===== src/rtl/fetch_sequencer.sv =====
// fetch_sequencer: dual-issue fetch PC owner, imem request issue and show-ahead bundle queue toward decode.
module fetch_sequencer #(
    parameter int FQ_DEPTH = 4
) (
    input  logic        clk,
    input  logic        reset,
    input  logic        start,
    input  logic [31:0] total_instructions,
    output logic        imem_req,
    output logic [31:0] imem_addr,
    input  logic [31:0] imem_rdata0,
    input  logic [31:0] imem_rdata1,
    input  logic        redirect_valid,
    input  logic [31:0] redirect_pc,
    output logic        bundle_valid,
    input  logic        bundle_ready,
    output logic [31:0] bundle_pc,
    output logic [31:0] bundle_inst0,
    output logic [31:0] bundle_inst1,
    output logic [1:0]  bundle_mask,
    output logic        busy,
    output logic        done
);
    localparam int AW = $clog2(FQ_DEPTH);
    localparam logic [AW:0] DEPTH = (AW+1)'(FQ_DEPTH);
    localparam logic [1:0] S_IDLE  = 2'd0;
    localparam logic [1:0] S_FETCH = 2'd1;
    localparam logic [1:0] S_DRAIN = 2'd2;
    localparam logic [1:0] S_DONE  = 2'd3;

    logic [1:0]    state_q, state_d;
    logic [31:0]   pc_q, pc_d, ppc_q;
    logic [33:0]   lim_q, lim_d;
    logic          pend_q, pend_d;
    logic [AW-1:0] rd_q, rd_d, wr_q, wr_d;
    logic [AW:0]   count_q, count_d;
    logic [31:0]   q_pc [FQ_DEPTH];
    logic [31:0]   q_i0 [FQ_DEPTH];
    logic [31:0]   q_i1 [FQ_DEPTH];
    logic [1:0]    q_m  [FQ_DEPTH];
    logic [33:0]   pc_ext, rpc_ext;
    logic          active, redir, credit, issue, enq, deq, mask1;

    // The single in-flight response is simply not enqueued when a redirect lands on its return cycle.
    always_comb begin
        pc_ext  = {2'b00, pc_q};
        rpc_ext = {2'b00, redirect_pc[31:2], 2'b00};
        active  = state_q == S_FETCH || state_q == S_DRAIN;
        redir   = redirect_valid && active;
        credit  = count_q + (AW+1)'(pend_q) < DEPTH;
        issue   = state_q == S_FETCH && pc_ext < lim_q && credit && !redir;
        enq     = pend_q && !redir;
        deq     = bundle_valid && bundle_ready && !redir;
        mask1   = {2'b00, ppc_q} + 34'd4 < lim_q;
        count_d = redir ? '0 : count_q + (AW+1)'(enq) - (AW+1)'(deq);
        wr_d    = redir ? '0 : wr_q + AW'(enq);
        rd_d    = redir ? '0 : rd_q + AW'(deq);
        pend_d  = issue;
        state_d = state_q;
        pc_d    = pc_q;
        lim_d   = lim_q;
        if (!active && start) begin
            lim_d   = {total_instructions, 2'b00};
            pc_d    = '0;
            state_d = total_instructions != 32'd0 ? S_FETCH : S_DONE;
        end else if (redir) begin
            pc_d    = rpc_ext[31:0];
            state_d = rpc_ext < lim_q ? S_FETCH : S_DRAIN;
        end else if (issue) begin
            pc_d    = pc_q + 32'd8;
            state_d = pc_ext + 34'd8 >= lim_q ? S_DRAIN : S_FETCH;
        end else if (state_q == S_DRAIN && count_d == '0 && !pend_q) begin
            state_d = S_DONE;
        end
    end

    always_ff @(posedge clk or posedge reset) begin
        if (reset) begin
            state_q <= S_IDLE;
            pc_q    <= '0;
            ppc_q   <= '0;
            lim_q   <= '0;
            pend_q  <= 1'b0;
            rd_q    <= '0;
            wr_q    <= '0;
            count_q <= '0;
        end else begin
            state_q <= state_d;
            pc_q    <= pc_d;
            ppc_q   <= pc_q;
            lim_q   <= lim_d;
            pend_q  <= pend_d;
            rd_q    <= rd_d;
            wr_q    <= wr_d;
            count_q <= count_d;
        end
    end

    always_ff @(posedge clk) begin
        if (enq) begin
            q_pc[wr_q] <= ppc_q;
            q_i0[wr_q] <= imem_rdata0;
            q_i1[wr_q] <= mask1 ? imem_rdata1 : 32'h0;
            q_m[wr_q]  <= {mask1, 1'b1};
        end
    end

    assign imem_req     = issue;
    assign imem_addr    = pc_q;
    assign bundle_valid = count_q != '0;
    assign bundle_pc    = bundle_valid ? q_pc[rd_q] : 32'h0;
    assign bundle_inst0 = bundle_valid ? q_i0[rd_q] : 32'h0;
    assign bundle_inst1 = bundle_valid ? q_i1[rd_q] : 32'h0;
    assign bundle_mask  = bundle_valid ? q_m[rd_q] : 2'b00;
    assign busy         = active;
    assign done         = state_q == S_DONE;
endmodule


===== config.mk =====
export PLATFORM = sky130hd
export DESIGN_NAME = fetch_sequencer
export DESIGN_NICKNAME = d
export VERILOG_FILES = /design/src/rtl/fetch_sequencer.sv
export SDC_FILE = /design/constraint.sdc
export NUM_CORES = 1
export LEC_CHECK = 0
export ABC_AREA = 1
export CORE_ASPECT_RATIO = 0.75
export CORE_UTILIZATION = 51
export DETAILED_ROUTE_END_ITERATION = 10
export GPL_TIMING_DRIVEN = 0
export PLACE_DENSITY = 0.76
export REMOVE_ABC_BUFFERS = 1
export SLEW_MARGIN = 0
export SYNTH_ARGS = -nofsm -noshare
export SYNTH_HDL_FRONTEND = slang
export SYNTH_SLANG_ARGS = --single-unit

===== constraint.sdc =====
create_clock -name clk -period 8.93 [get_ports clk]
set_clock_uncertainty 0.1 [all_clocks]
set_input_delay 1.3395 -clock clk [delete_from_list [all_inputs] [get_ports clk]]
set_output_delay 1.3395 -clock clk [all_outputs]
set_load 0.01 [all_outputs]

==> flow_summary.toml <==
[sta]
hold_viol_final = 0
rsz0062_at_grt = "no"
tightest_slew_ns = 1.12
slew_viol_final = 0
fin_crit_ns = 5.62
slew_headroom = 0.246
timing.fmax_mhz = 178
post-route-period-util = 0.629
setup_viol = 0

[placement]
place_hpwl_um = 41600
numPortBuffers = 260
placed_area_um2 = 27000
place.gp.congestion = 0.898

[synthesis]
synth.area.top_cells = "edfxtp_1, dfrtp_1, nor2_1"
synth-main-ff-cell = "edfxtp_1"
synth_edf_count = 380
netlist_top_cells_count = "nor2_1, edfxtp_1, o21ai_0"
yosysMostFrequentCell = "nor2_1"
yosys_warnings = 0
postSynthCellCount = 2300
ys_async_sr_fraction = 0.212
synth_top_area_frac = 0.490
avgSynthCellArea_um2 = 10.1
ys_ff_latch = 482
yosysSeqAreaShare = 0.600
synthesis.area_um2 = 23300
yosysUniqueCellTypes = 50
yosysTopAreaCell = "edfxtp_1"

[detailed_routing]
first_pass_iters = 5
wl_per_cell_um = 18.7
vias = 17500
via_per_inst = 5.50
drtIter0Drc = 1236
ant_nets = 0
drc = 0
wl_um = 59700

[clock_network]
ctsResizeCount = 0
clockRootBuffer = "clkbuf_16"
cts.reportedPaths.clkPinSlew_ns = 0.06
cts_hold_buf = 0
cts_inserted_buffers = 48
htreeDepth = 2
cts_tree = "done"
clockBufferDepth = 3
clock_latency_ns = 0.58
clock-sinks = 482
cts_setup_buffers = 0

[power]
seqPwrFrac = 0.352
swShare = 0.396
power_density_nw_per_um2 = 336
total_leakage_power_nw = 11.4
power.share.clock = 0.206
comb_power_share = 0.442
p_int_mw = 5.79
ir_worst_vdd_mv = 0.191
switchingPower_mw = 3.79

[floorplan]
die_x_um = 249
fp-row-count = 67
initial_core_util = 0.519
dieArea_um2 = 46500
io_pins = 267
die_height_um = 187
core_um2 = 44800

[worst_setup_path]
crit_path_max_incr_delay_ns = 0.72
critPathMaxFanout = 43
worstSetupStartpoint = "redirect_valid"
critical_path_required_ns = 7.49
arrival_ns = 4.18
worstReg2RegStart = "state_q[0]$_DFFE_PP0P_"
cp-start-kind = "input pin"
cpMaxStageDelayCell = "inv_1"
cp_common_cell = "clkdlybuf4s50_1"
endpoint_kind = "output pin"
critical_path_class = "in -> out"
path_cells = "clkdlybuf4s50_1 -> nand2_2 -> inv_1 -> nor2_1 -> clkdlybuf4s50_1"

[layout]
finalInstanceArea_um2 = 28500
drive_gt1_frac = 0.0642
fillers = 3464
fin_util = 0.636
antenna-diode-count = 0
area_delta_synth_final_pct = 22.4
final_nets = 2829

[global_route]
grtUsageMet1 = 0.344
global_route.usage.met2 = 0.428
busiest_layer = "met2"
track_usage = 0.255
grt_use_met3 = 0.0406
first_global_vias = 17400
grt_pass1_wl_um = 93300
grt_antenna_before_repair = 0
grt_overflow_total = 0
grt_max_degree = 151

[job]
max-cap-violations = 0

[worst_hold_path]
hold_path_startpoint = "imem_addr[2]$_DFFE_PP0P_"
hp-class = "reg -> reg"

[run_status]
status = "completed"
## sequential cells by signal (all words and copies together) (netlist names)
register   count
q_m            4
count_q        3
ppc_q         30
imem_addr     30
lim_q         32
pend_q         1
wr_q           2
q_i0         128
q_pc         120
q_i1         128
rd_q           2
state_q        2
## critical path, delay by kind of cell
| family | cells | cell delay [ns] |
|---|---|---|
| buf+inv | 3 | 1.73 |
| simple gates | 2 | 1.09 |
## power groups by stage
stage                     logic [mW]  clock network (mW)  registers (mW)
final                           4.24                1.98            3.37
after global routing            4.71                2.10            3.42
after CTS                       4.24                2.01            3.36
after detailed placement        4.20                   0            3.40
after global placement          3.94                   0            3.54
after floorplan                 2.32                   0            3.36
## placed cells by master, fill, tap and decap left out, types with 3 or more instances in the layout
| master | count |
|---|---|
| clkinv_2 | 5 |
| nor2_2 | 7 |
| clkbuf_1 | 9 |
| o21ai_0 | 268 |
| nand3_2 | 4 |
| buf_6 | 32 |
| edfxtp_1 | 380 |
| a21o_1 | 3 |
| inv_2 | 6 |
| bufinv_16 | 4 |
| clkdlybuf4s50_1 | 260 |
| buf_8 | 6 |
| nor2_4 | 3 |
| nand3_1 | 27 |
| nor3_2 | 9 |
| nand2_1 | 262 |
| nand4_2 | 3 |
| o22ai_1 | 11 |
| mux2i_1 | 5 |
| dfrtp_1 | 100 |
| conb_1 | 4 |
| clkbuf_16 | 49 |
| nand2_2 | 4 |
| ha_1 | 128 |
| xnor2_1 | 11 |
| buf_12 | 5 |
| and3_1 | 3 |
| clkinv_1 | 14 |
| nor3_1 | 22 |
| xor2_1 | 38 |
| nor2_1 | 490 |
| nand4_1 | 24 |
| nor4_1 | 14 |
| a21oi_1 | 153 |
| or2_2 | 3 |
| o211ai_1 | 4 |
| inv_1 | 190 |
| o21a_1 | 4 |
| buf_16 | 5 |
## stage by stage
stage	std cells	worst slack (ns)	hold WS, ns	setup TNS, ns	power (mW)
3_3_place_gp	3053	-7.79	0.324	-3239.85	7.47
3_5_place_dp	3103	3.19	0.323	0	7.61
4_1_cts	3189	3.33	0.341	0	9.61
2_1_floorplan	2207	-1.13	0.335	-427.99	5.69
5_1_grt	3189	3.16	0.361	0	10.2
6_report	3189	3.31	0.340	0	9.59
## cell type report
class                           count  area, um2  share of cell area
Timing Repair Buffer              310       3310               0.116
Inverter                          200        761              0.0267
Clock buffer                       58       1260              0.0442
Multi-Input combinational cell   1525       8210               0.288
Clock inverter                     28        267             0.00935
Sequential cell                   482      14000               0.490
Tap cell                          586        733              0.0257
## cells by family after synthesis
| logic type | Yosys count | share of synthesized area |
|---|---|---|
| compound gates | 453 | 0.100 |
| xor+xnor | 50 | 0.0191 |
| fa+ha+maj | 129 | 0.0696 |
| buf+inv | 296 | 0.0499 |
| flops | 482 | 0.600 |
| mux | 5 | 0.00215 |
| other cells | 1 | 0.000161 |
| simple gates | 884 | 0.159 |
## path summary, 6_finish.rpt
| path | endpoint | slack, ns | cells after the start |
|---|---|---|---|
| hold reg to reg | ppc_q[2]$_DFF_PP0_ | 0.34 | 0 |
| setup reg to reg | q_i1[1][14]$_DFFE_PP_ | 4.13 | 12 |
| max in group asynchronous | lim_q[6]$_DFFE_PP0P_ | 6.94 | 3 |
| hold / removal | ppc_q[2]$_DFF_PP0_ | 0.34 | 0 |
| min in group asynchronous | count_q[1]$_DFF_PP0_ | 1.08 | 2 |
| setup / recovery | imem_req | 3.31 | 5 |
## metal layers
layer / vias to the layer above / part of all wire
met3: 99 / 0.071
met5: - / 0
li1: 8379 / -
met4: 0 / 0.023
met1: 8424 / 0.43
met2: 644 / 0.48
(Power assumes the default switching activity.)
